--- src/rtl/load_store_unit.sv ---
// RV32I load/store unit: one memory op at a time over a simple req/ack bus.
// Ports: clk/rst, start+is_store/funct3/addr/store_data from execute; busy,
// done, misaligned, mem_rd_data to the pipeline; bus_* to the memory slave.
module load_store_unit #(
    parameter int WIDTH = 32
) (
    input  logic             clk,
    input  logic             rst,
    input  logic             start,
    input  logic             is_store,
    input  logic [2:0]       funct3,
    input  logic [WIDTH-1:0] addr,
    input  logic [WIDTH-1:0] store_data,
    output logic             busy,
    output logic             done,
    output logic             misaligned,
    output logic [WIDTH-1:0] mem_rd_data,
    output logic             bus_req,
    output logic             bus_we,
    output logic [WIDTH-1:0] bus_addr,
    output logic [WIDTH-1:0] bus_wdata,
    output logic [3:0]       bus_be,
    input  logic             bus_ack,
    input  logic [WIDTH-1:0] bus_rdata
);

    localparam logic [1:0] S_IDLE  = 2'd0;
    localparam logic [1:0] S_BUS   = 2'd1;
    localparam logic [1:0] S_RESP  = 2'd2;
    localparam logic [1:0] S_FAULT = 2'd3;

    logic [1:0]       state;
    logic             is_store_q;
    logic [2:0]       funct3_q;
    logic [1:0]       lane_q;
    logic [WIDTH-1:0] addr_q;
    logic [WIDTH-1:0] wdata_q;
    logic [WIDTH-1:0] rd_q;

    logic             illegal;
    logic             misal;
    logic [WIDTH-1:0] wdata_rep;
    logic [7:0]       ld_byte;
    logic [15:0]      ld_half;
    logic [WIDTH-1:0] ld_val;

    // Decode of the incoming op, used only in IDLE when start is high.
    always_comb begin
        illegal = 1'b0;
        if (is_store) begin
            illegal = (funct3 >= 3'b011);
        end else begin
            illegal = (funct3 == 3'b011) || (funct3[2:1] == 2'b11);
        end
        misal = 1'b0;
        case (funct3[1:0])
            2'b01:   misal = addr[0];
            2'b10:   misal = (addr[1:0] != 2'b00);
            default: misal = 1'b0;
        endcase
    end

    // Replicate narrow store data so every byte lane carries it.
    always_comb begin
        wdata_rep = store_data;
        case (funct3[1:0])
            2'b00:   wdata_rep = {4{store_data[7:0]}};
            2'b01:   wdata_rep = {2{store_data[15:0]}};
            default: wdata_rep = store_data;
        endcase
    end

    always_comb begin
        bus_be = 4'b0000;
        if (state == S_BUS) begin
            case (funct3_q[1:0])
                2'b00:   bus_be = 4'b0001 << lane_q;
                2'b01:   bus_be = lane_q[1] ? 4'b1100 : 4'b0011;
                default: bus_be = 4'b1111;
            endcase
        end
    end

    // Lane select and extension of the returned word.
    always_comb begin
        ld_byte = bus_rdata[7:0];
        case (lane_q)
            2'd0:    ld_byte = bus_rdata[7:0];
            2'd1:    ld_byte = bus_rdata[15:8];
            2'd2:    ld_byte = bus_rdata[23:16];
            default: ld_byte = bus_rdata[31:24];
        endcase
        ld_half = lane_q[1] ? bus_rdata[31:16] : bus_rdata[15:0];
        ld_val  = bus_rdata;
        case (funct3_q)
            3'b000:  ld_val = {{(WIDTH-8){ld_byte[7]}}, ld_byte};
            3'b001:  ld_val = {{(WIDTH-16){ld_half[15]}}, ld_half};
            3'b100:  ld_val = {{(WIDTH-8){1'b0}}, ld_byte};
            3'b101:  ld_val = {{(WIDTH-16){1'b0}}, ld_half};
            default: ld_val = bus_rdata;
        endcase
    end

    always_ff @(posedge clk) begin
        if (rst) begin
            state      <= S_IDLE;
            is_store_q <= 1'b0;
            funct3_q   <= 3'b000;
            lane_q     <= 2'b00;
            addr_q     <= '0;
            wdata_q    <= '0;
            rd_q       <= '0;
        end else begin
            case (state)
                S_IDLE: begin
                    if (start) begin
                        if (illegal || misal) begin
                            state <= S_FAULT;
                        end else begin
                            state      <= S_BUS;
                            is_store_q <= is_store;
                            funct3_q   <= funct3;
                            lane_q     <= addr[1:0];
                            addr_q     <= {addr[WIDTH-1:2], 2'b00};
                            wdata_q    <= wdata_rep;
                        end
                    end
                end
                S_BUS: begin
                    if (bus_ack) begin
                        state <= S_RESP;
                        if (!is_store_q) begin
                            rd_q <= ld_val;
                        end
                    end
                end
                default: state <= S_IDLE;
            endcase
        end
    end

    assign busy        = (state != S_IDLE);
    assign done        = (state == S_RESP) || (state == S_FAULT);
    assign misaligned  = (state == S_FAULT);
    assign bus_req     = (state == S_BUS);
    assign bus_we      = (state == S_BUS) && is_store_q;
    assign bus_addr    = addr_q;
    assign bus_wdata   = wdata_q;
    assign mem_rd_data = rd_q;

endmodule
--- config.mk ---
export PLATFORM = sky130hd
export DESIGN_NAME = load_store_unit
export DESIGN_NICKNAME = d
export VERILOG_FILES = /design/src/rtl/load_store_unit.sv
export SDC_FILE = /design/constraint.sdc
export NUM_CORES = 1
export LEC_CHECK = 0
export ABC_CLOCK_PERIOD_IN_PS = 4100
export CAP_MARGIN = 5
export CORE_AREA = 2 2 106 108
export CTS_CLUSTER_SIZE = 20
export DETAILED_ROUTE_END_ITERATION = 10
export DIE_AREA = 0 0 108 110
export GPL_ROUTABILITY_DRIVEN = 0
export PLACE_DENSITY = 0.85
export SYNTH_ARGS = -nofsm -noshare
export SYNTH_HDL_FRONTEND = slang
export SYNTH_SLANG_ARGS = --single-unit
export TNS_END_PERCENT = 20
--- constraint.sdc ---
create_clock -name clk -period 4.1 [get_ports clk]
set_clock_uncertainty 0.2 [all_clocks]
set_input_delay 0.41 -clock clk [delete_from_list [all_inputs] [get_ports clk]]
set_output_delay 0.41 -clock clk [all_outputs]
set_load 0.005 [all_outputs]
==> results of run 1 <==
## report_power, final
| part | internal (W) | leakage (nW) | switching, W |
|---|---|---|---|
| clock network | 0.000222 | 0.0755 | 0.000352 |
| registers | 0.00106 | 0.832 | 0.0000453 |
| logic | 0.000300 | 1.40 | 0.000271 |
| total | 0.00158 | 2.31 | 0.000668 |
## worst max-delay path by stage
stage	start	endpoint	slack [ps]	depth (start not counted)
after floorplan	funct3[1]	bus_wdata[21]	2040	7
after global placement	funct3[1]	bus_wdata[23]	790	8
after detailed placement	funct3[1]	bus_wdata[23]	580	8
after CTS	funct3[1]	bus_wdata[23]	990	8
after global routing	funct3[1]	bus_wdata[2]	730	8
final	funct3[1]	bus_wdata[2]	970	8
## layout by cell type (no fill, tap or decap), types with 8 or more instances in the layout
master,netlist,routed
a21oi_1,91,91
a22o_1,16,16
a211oi_1,34,34
nor3_1,8,8
o21ai_0,49,49
nand2_1,41,41
dfxtp_1,102,102
clkdlybuf4s50_1,0,205
nor2_1,45,45
a211oi_2,10,10
clkbuf_8,6,9
nand3_1,47,47
## cell usage after synthesis, types with 2 or more instances
cell type / number
nand3b_1: 5
a22o_1: 16
a21oi_1: 91
a22oi_1: 7
buf_1: 2
a311oi_1: 7
nand3_1: 47
dfxtp_1: 102
o21ai_0: 49
nor2_1: 45
nor3_1: 8
o221a_2: 7
nand2_1: 41
clkbuf_8: 6
mux2i_1: 3
a31oi_1: 7
o21ai_1: 2
nor2b_1: 2
a211oi_1: 34
buf_2: 15
buf_4: 5
clkbuf_1: 29
nand2b_1: 2
a211oi_2: 10
inv_1: 7
ha_1: 4
## per-layer routing
layer  share of wire, %  vias to the layer above  track usage, %
met2                 48                      227            41.3
li1                   -                     2419               -
met1                 43                     2396            32.9
met4                2.4                        0            9.71
met3                7.3                       33            5.47
met5                  0                        -               0
## sequential cells by signal (all words and copies together) (netlist names)
signal	count
lane_q	2
is_store_q	1
funct3_q	3
bus_wdata	32
mem_rd_data	32
state	2
bus_addr	30
## cell type report
| class | count | area [sq um] |
|---|---|---|
| fill | 920 | 3750 |
| inverter | 8 | 30.0 |
| multi-input combinational | 407 | 2410 |
| clock inverter | 5 | 36.3 |
| clock buffer | 11 | 131 |
| sequential | 102 | 2040 |
| timing repair buffer | 213 | 2120 |
| tap | 140 | 175 |
## stage by stage
stage / cells / worst slack [ps] / utilization, % / area [sq um] / hold WS, ps
after floorplan: 576 / 2040 / - / 4810 / 270
after global placement: 870 / 792 / 63.4 / 6780 / 260
after detailed placement: 870 / 581 / 63.4 / 6780 / 268
after CTS: 886 / 986 / 64.9 / 6950 / 282
after global routing: 886 / 734 / 64.9 / 6950 / 310
final: 886 / 974 / 64.9 / 6950 / 281
## worst max-delay path: stages
cell and delay (ps):
clkdlybuf4s50_1 630, inv_1 190, ha_1 360, o211ai_1 340, nand4b_2 470, buf_4 390
o21ai_0 240, a21oi_1 110
## cell families (layout without fill, tap and decap cells)
group | count (synthesis) | in the layout | share of synthesized area, %
and+or+nand+nor | 163 | 163 | 16.2
muxes | 4 | 4 | 0.858
buffers and inverters | 67 | 237 | 7.65
AOI/OAI and AO/OA | 234 | 234 | 31.7
DFF | 102 | 102 | 42.4
other | 1 | 2 | 0.0779
adders and majority gates | 4 | 4 | 1.04
==> results.py, run 1 <==
metrics = {
    "synthesis": {
        "yosys_warnings": 0,
        "synth.distinct_cells": 48,
        "synthArstFlopShare_pct": 0,
        "syn_avg_cell_area_sq_um": 8.37,
        "synth-seq-area-share_pct": 42.4,
        "synth_top_area_share_pct": 42.4,
        "synth_ff_type": "dfxtp_1",
        "netlist_top_cells_area": "dfxtp_1 42%, a21oi_1 9.5%, a211oi_1 5.3%, o21ai_0 5.1%, nand3_1 4.9%",
        "ys_ff_latch": 102,
        "syn-cell-area_sq_um": 4810,
        "syn_inst": 575,
        "synth_edf_count": 0,
        "yosysTopAreaCell": "dfxtp_1",
    },
    "placed_design": {
        "portBuffers": 206,
        "post-dp-hpwl_mm": 11.2,
    },
    "sta": {
        "setup_violations": 0,
        "finalMaxSlewViolations": 0,
        "timing.final.crit_share_pct": 76.3,
        "fin_tns_setup_ps": 0,
        "worstMarginPinSlew_ps": 1140,
        "slew_headroom_pct": 24.3,
        "hold_viol": 0,
        "grt_setup_unrepaired": "no",
        "max_freq_ghz": 0.320,
        "post-route-min-period_ps": 3130,
    },
    "global_route": {
        "grt_start_max_net_pins": 103,
        "antenna_found_initial": 0,
        "grt_use_total_pct": 25.3,
        "grt_remaining_overflow": 0,
        "grt_pass1_wl_mm": 24.1,
        "grt_pass1_vias": 4857,
    },
    "pwr": {
        "power.density_nw_per_um2": 323,
        "total_power_w": 0.00225,
        "leakagePower_nw": 2.31,
        "ir_worst_vdd_mv": 0.197,
    },
    "worst_setup_path": {
        "rr_startpoint": "lane_q[1]",
        "rr_worst_depth": 4,
        "startpoint_type": "input port",
        "rr_endpoint": "mem_rd_data[16]",
        "path_class": "input port to register",
        "path_max_fanout": 24,
        "worstPathRequired_ps": 4110,
        "cp-end-kind": "register",
        "arrival_ps": 3130,
        "reg2reg_slack_ps": 1390,
    },
    "clock_network": {
        "cts_hold_buf": 0,
        "root_buffer": "clkbuf_8",
        "cts_buffers": 9,
        "cts_buffer_depth": 2,
        "clock_latency_ps": 350,
        "cts_tree": "built",
        "cts_setup_buffers": 0,
        "clk_pin_slew_ps": 100,
        "cts_sinks": 102,
        "htreeDepth": 3,
        "cts_resized": 0,
    },
    "min_path": {
        "hp-start": "bus_addr[2]",
        "holdPathEnd": "bus_addr[2]",
        "min_path_type": "register to register",
        "min_path_cells": 2,
    },
    "final_layout": {
        "fin_nets": 849,
        "diodes": 0,
        "syn_to_final_growth_pct": 44.4,
        "drive_gt1_share_pct": 7.10,
    },
    "drt": {
        "wirelength_mm": 15.6,
        "first_iter_violations": 402,
        "routedWlPerCell_microns": 17.6,
        "first_pass_iters": 5,
        "vias_per_cell": 5.73,
        "via_count": 5075,
        "antenna_left": 0,
        "route.detailed.drc": 0,
    },
    "run": {
        "cap_violations": 0,
    },
    "outcome": {
        "status": "completed",
    },
    "floorplan": {
        "dieArea_sq_um": 11900,
        "initial_utilization_pct": 45.0,
        "rows": 38,
        "die_width_microns": 108,
        "die_h_microns": 110,
        "fp.coreArea_sq_um": 10700,
        "io_pins": 209,
    },
}
Power figures use the tool's default switching activity.
==> run 2: changes to the inputs <==
ABC_CLOCK_PERIOD_IN_PS = 2870   (was 4100)
CORE_AREA = 2 2 116 118   (was 2 2 106 108)
DIE_AREA = 0 0 118 120   (was 0 0 108 110)
PLACE_DENSITY = 0.75   (was 0.85)
clock period = 2.87 ns   (was 4.1 ns; I/O delays follow)
==> run 2 against run 1 <==
Combinational power rose by 47%; total power rose by 57%; routed wire length rose by 2.8%; first-iteration DRC count rose by 23%; via count rose by 0.59%; sequential cell count did not move; critical endpoint is now bus_be[0].
==> results.py, run 2 (synthesized netlist as in run 1, its figures left out) <==
metrics = {
    "outcome": {
        "status": "completed",
    },
    "placed_design": {
        "portBuffers": 206,
        "post-dp-hpwl_mm": 11.5,
    },
    "sta": {
        "max_freq_ghz": 0.382,
        "slew_headroom_pct": 35.3,
        "post-route-min-period_ps": 2620,
        "timing.final.crit_share_pct": 91.2,
        "hold-worst-slack_ps": 277,
        "hold_viol": 0,
        "setup_violations": 0,
        "grt_setup_unrepaired": "no",
        "worstMarginPinSlew_ps": 970,
        "finalMaxSlewViolations": 0,
        "fin_tns_setup_ps": 0,
    },
    "floorplan": {
        "die_h_microns": 120,
        "die_width_microns": 118,
        "rows": 42,
        "fp.coreArea_sq_um": 13000,
        "io_pins": 209,
        "dieArea_sq_um": 14200,
        "initial_utilization_pct": 37.1,
    },
    "min_path": {
        "min_path_type": "register to register",
        "holdPathEnd": "bus_addr[20]",
        "hp-start": "bus_addr[20]",
        "min_path_cells": 2,
    },
    "clock_network": {
        "clk_pin_slew_ps": 60,
        "cts_tree": "built",
        "cts_setup_buffers": 0,
        "clock_latency_ps": 350,
        "cts_buffers": 9,
        "cts_hold_buf": 0,
        "root_buffer": "clkbuf_16",
        "cts_sinks": 102,
        "cts_resized": 0,
        "htreeDepth": 3,
        "cts_buffer_depth": 2,
    },
    "worst_setup_path": {
        "worstPathRequired_ps": 2380,
        "critPathBufInv": 1,
        "arrival_ps": 2130,
        "cp_slowest_stage_delay_ps": 650,
        "path_class": "register to output port",
        "rr_worst_depth": 5,
        "startpoint": "funct3_q[0]",
        "cp-end-kind": "output port",
        "rr_startpoint": "funct3_q[1]",
        "path_delay_family": "flip-flops",
        "critical_path.most_common_cell": "nor2_1",
        "cp_slowest_cell": "dfxtp_1",
        "reg2reg_slack_ps": 630,
        "rr_endpoint": "mem_rd_data[19]",
        "startpoint_type": "register",
        "path_max_fanout": 16,
        "crit_chain": "nor2b_1 -> nor2_1 -> nor2_1 -> nor2_1 -> clkdlybuf4s50_1",
    },
    "pwr": {
        "pwr-share-clk_pct": 31.7,
        "leakagePower_nw": 2.43,
        "seqPwrFrac_pct": 44.5,
        "power.density_nw_per_um2": 491,
        "total_power_w": 0.00353,
        "switching_power_w": 0.000963,
        "ir_worst_vdd_mv": 0.320,
        "p_sw_share_pct": 27.3,
        "pwr-share-comb_pct": 23.8,
        "p_int_w": 0.00257,
    },
    "global_route": {
        "grt_pass1_vias": 4936,
        "grt_pass1_wl_mm": 25.1,
        "grt_use_total_pct": 21.9,
        "antenna_found_initial": 0,
        "grt_remaining_overflow": 0,
        "grt_start_max_net_pins": 84,
    },
    "drt": {
        "first_iter_violations": 496,
        "vias_per_cell": 5.47,
        "first_pass_iters": 5,
        "via_count": 5105,
        "antenna_left": 0,
        "route.detailed.drc": 0,
        "routedWlPerCell_microns": 17.2,
        "wirelength_mm": 16.0,
    },
    "run": {
        "cap_violations": 0,
    },
    "final_layout": {
        "fin_util_pct": 55.4,
        "fin_nets": 861,
        "layout_commonest_cell": "clkdlybuf4s50_1",
        "syn_to_final_growth_pct": 49.5,
        "diodes": 0,
        "drive_gt1_share_pct": 8.31,
        "final_cell_mix": "205 x clkdlybuf4s50_1, 102 x dfxtp_1, 91 x a21oi_1",
    },
}
-- run 2: changes by cell type in the layout (fill, tap and decap cells not counted), sizes merged --
| cell | before | now |
|---|---|---|
| clkbuf | 11 | 15 |
| buf | 8 | 20 |
| clkinv | 3 | 2 |
| clkinvlp | 3 | 0 |
-- run 2: per-stage QoR --
stage	cells	cell area (sq um)	setup WS (ps)
finish	934	7190	253
global route	934	7190	4.64
CTS	934	7190	244
detailed placement	918	6930	147
global placement	918	6930	290
floorplan	576	4810	934
-- run 2: power groups by stage --
stage / Sequential [W] / Clock [W] / Combinational, W
floorplan: 0.00159 / 0 / 0.000395
global placement: 0.00160 / 0 / 0.000812
detailed placement: 0.00160 / 0 / 0.000834
CTS: 0.00157 / 0.00114 / 0.000840
global route: 0.00158 / 0.00119 / 0.000905
finish: 0.00157 / 0.00112 / 0.000839
-- run 2: worst reg2reg max path, cell delays in order (launching register included) --
cell      delay, ps
dfxtp_1         790
inv_1           210
and3_2          290
o31ai_4         170
buf_4           300
a211oi_1        130
-- run 2: worst max path at each step --
stage	endpoint	slack (ps)	depth (start not counted)
2_1_floorplan	bus_wdata[21]	930	7
3_3_place_gp	bus_wdata[16]	290	8
3_5_place_dp	bus_wdata[19]	150	8
4_1_cts	bus_be[0]	240	5
5_1_grt	bus_be[0]	5	5
6_report	bus_be[0]	250	5
-- run 2: layout make-up --
cell class              instances  area (sq um)
clock buffers                  15           258
flip-flops and latches        102          2040
multi-input cells             407          2410
repair buffers                225          2230
fillers                      1186          5790
clock inverters                 1          5.00
inverters                       8          30.0
well taps                     176           220
-- run 2: per-layer routing --
layer  share of wire [%]  vias to the layer above  global-route usage (%)  wire, microns
li1                    -                     2451                       -              -
met1                  43                     2416                    27.5           6850
met2                  48                      205                    36.8           7760
met3                 6.2                       33                    4.04            989
met4                 2.7                        0                    9.19            440
met5                   0                        -                       0              0
==> run 3: changes to the inputs <==
HOLD_SLACK_MARGIN = 0.03   (was default)
RECOVER_POWER = 100   (was default)
==> run 3 against run 2 <==
First-iteration DRC count decreased by 6.5%; maximum frequency decreased by 0.22%; global-route usage unchanged; routed wire length increased by 0.30%.
==> results.py, run 3 (synthesized netlist as in run 1, its figures left out) <==
metrics = {
    "drt": {
        "route.detailed.drc": 0,
        "vias_per_cell": 5.55,
        "routedWlPerCell_microns": 17.2,
        "via_count": 5188,
        "first_iter_violations": 464,
        "antenna_left": 0,
        "first_pass_iters": 4,
        "wirelength_mm": 16.1,
    },
    "global_route": {
        "grt_use_total_pct": 21.9,
        "grt_pass1_vias": 4936,
        "grt_pass1_wl_mm": 25.1,
        "antenna_found_initial": 0,
        "grt_remaining_overflow": 0,
        "grt_start_max_net_pins": 84,
    },
    "sta": {
        "max_freq_ghz": 0.381,
        "finalMaxSlewViolations": 0,
        "grt_setup_unrepaired": "no",
        "slew_headroom_pct": 36.3,
        "timing.final.ws_setup_ps": 247,
        "worstMarginPinSlew_ps": 956,
        "timing.final.crit_share_pct": 91.4,
        "setup_violations": 0,
        "hold_viol": 0,
        "fin_tns_setup_ps": 0,
        "post-route-min-period_ps": 2620,
    },
    "worst_setup_path": {
        "arrival_ps": 2140,
        "rr_startpoint": "funct3_q[1]",
        "path_max_fanout": 21,
        "crit_chain": "inv_1 -> a21oi_1 -> dlygate4sd3_1",
        "cp-end-kind": "output port",
        "cp_slowest_cell": "dfxtp_1",
        "path_class": "register to output port",
        "rr_worst_depth": 5,
        "reg2reg_slack_ps": 470,
        "rr_endpoint": "mem_rd_data[19]",
        "startpoint_type": "register",
        "cp_slowest_stage_delay_ps": 790,
        "worstPathRequired_ps": 2380,
    },
    "floorplan": {
        "initial_utilization_pct": 37.1,
        "io_pins": 209,
        "rows": 42,
        "die_h_microns": 120,
        "die_width_microns": 118,
        "dieArea_sq_um": 14200,
        "fp.coreArea_sq_um": 13000,
    },
    "pwr": {
        "leakagePower_nw": 2.72,
        "pwr-share-clk_pct": 32.3,
        "switching_power_w": 0.000955,
        "power.density_nw_per_um2": 489,
        "seqPwrFrac_pct": 45.0,
        "p_sw_share_pct": 27.4,
        "p_int_w": 0.00253,
        "ir_worst_vdd_mv": 0.317,
        "pwr-share-comb_pct": 22.7,
    },
    "final_layout": {
        "diodes": 0,
        "syn_to_final_growth_pct": 48.0,
        "fin_nets": 861,
        "fillCellCount": 1199,
        "final_cell_mix": "104 x clkdlybuf4s50_1, 102 x dfxtp_1, 101 x dlygate4sd3_1",
        "drive_gt1_share_pct": 6.46,
        "layout_commonest_cell": "clkdlybuf4s50_1",
    },
    "clock_network": {
        "cts_buffer_depth": 2,
        "cts_setup_buffers": 0,
        "root_buffer": "clkbuf_16",
        "cts_buffers": 9,
        "clock_latency_ps": 340,
        "cts_tree": "built",
        "cts_hold_buf": 0,
        "cts_sinks": 102,
        "htreeDepth": 3,
        "cts_resized": 0,
        "clk_pin_slew_ps": 70,
    },
    "outcome": {
        "status": "completed",
    },
    "min_path": {
        "holdPathEnd": "bus_wdata[2]",
        "min_path_type": "register to register",
        "min_path_cells": 2,
        "hp-start": "bus_wdata[2]",
    },
    "run": {
        "cap_violations": 0,
    },
    "placed_design": {
        "portBuffers": 206,
        "post-dp-hpwl_mm": 11.5,
        "preCtsSetupSlack_ps": 147,
    },
}
run 3: how the worst max path moves through the flow:
| stage | from | endpoint | depth (start not counted) |
|---|---|---|---|
| 2_1_floorplan | funct3[1] | bus_wdata[21] | 7 |
| 3_3_place_gp | funct3[0] | bus_wdata[16] | 8 |
| 3_5_place_dp | funct3[0] | bus_wdata[19] | 8 |
| 4_1_cts | funct3_q[0] | bus_be[0] | 5 |
| 5_1_grt | funct3_q[0] | bus_be[0] | 5 |
| 6_report | funct3_q[1] | bus_be[3] | 3 |
run 3: through the flow:
stage / area, sq um / hold slack, ps / power [W] / utilization [%] / instances
2_1_floorplan: 4810 / 234 / 0.00199 / - / 576
3_3_place_gp: 6930 / 261 / 0.00241 / 53.4 / 918
3_5_place_dp: 6930 / 268 / 0.00244 / 53.4 / 918
4_1_cts: 7190 / 277 / 0.00355 / 55.4 / 934
5_1_grt: 7120 / 290 / 0.00362 / 54.8 / 934
6_report: 7120 / 274 / 0.00348 / 54.8 / 934
run 3: area by class of cell:
type,instances,area [sq um],share of cell area (%)
clock buffers,15,258,3.62
inverters,8,30.0,0.422
clock inverters,1,5.00,0.0703
well taps,176,220,3.09
multi-input cells,407,2340,32.9
flip-flops and latches,102,2040,28.7
repair buffers,225,2220,31.2
run 3: worst max-delay path: cells and delay by family, from the launching register on:
kind                   cells  cell delay (ps)
buffers and inverters      2              830
DFF                        1              790
AOI/OAI and AO/OA          1              170
run 3: routing by layer:
metal | GRT usage (%) | vias up | share of wire, %
li1 | - | 2454 | -
met1 | 27.5 | 2483 | 42
met4 | 9.19 | 0 | 2.4
met5 | 0 | - | 0
met3 | 4.04 | 29 | 6.3
met2 | 36.8 | 222 | 49
run 3: power groups by stage:
stage               combinational [W]  clock [W]  sequential, W
floorplan                    0.000395          0        0.00159
global placement             0.000812          0        0.00160
detailed placement           0.000834          0        0.00160
CTS                          0.000840    0.00114        0.00157
global route                 0.000856    0.00119        0.00158
finish                       0.000790    0.00112        0.00157
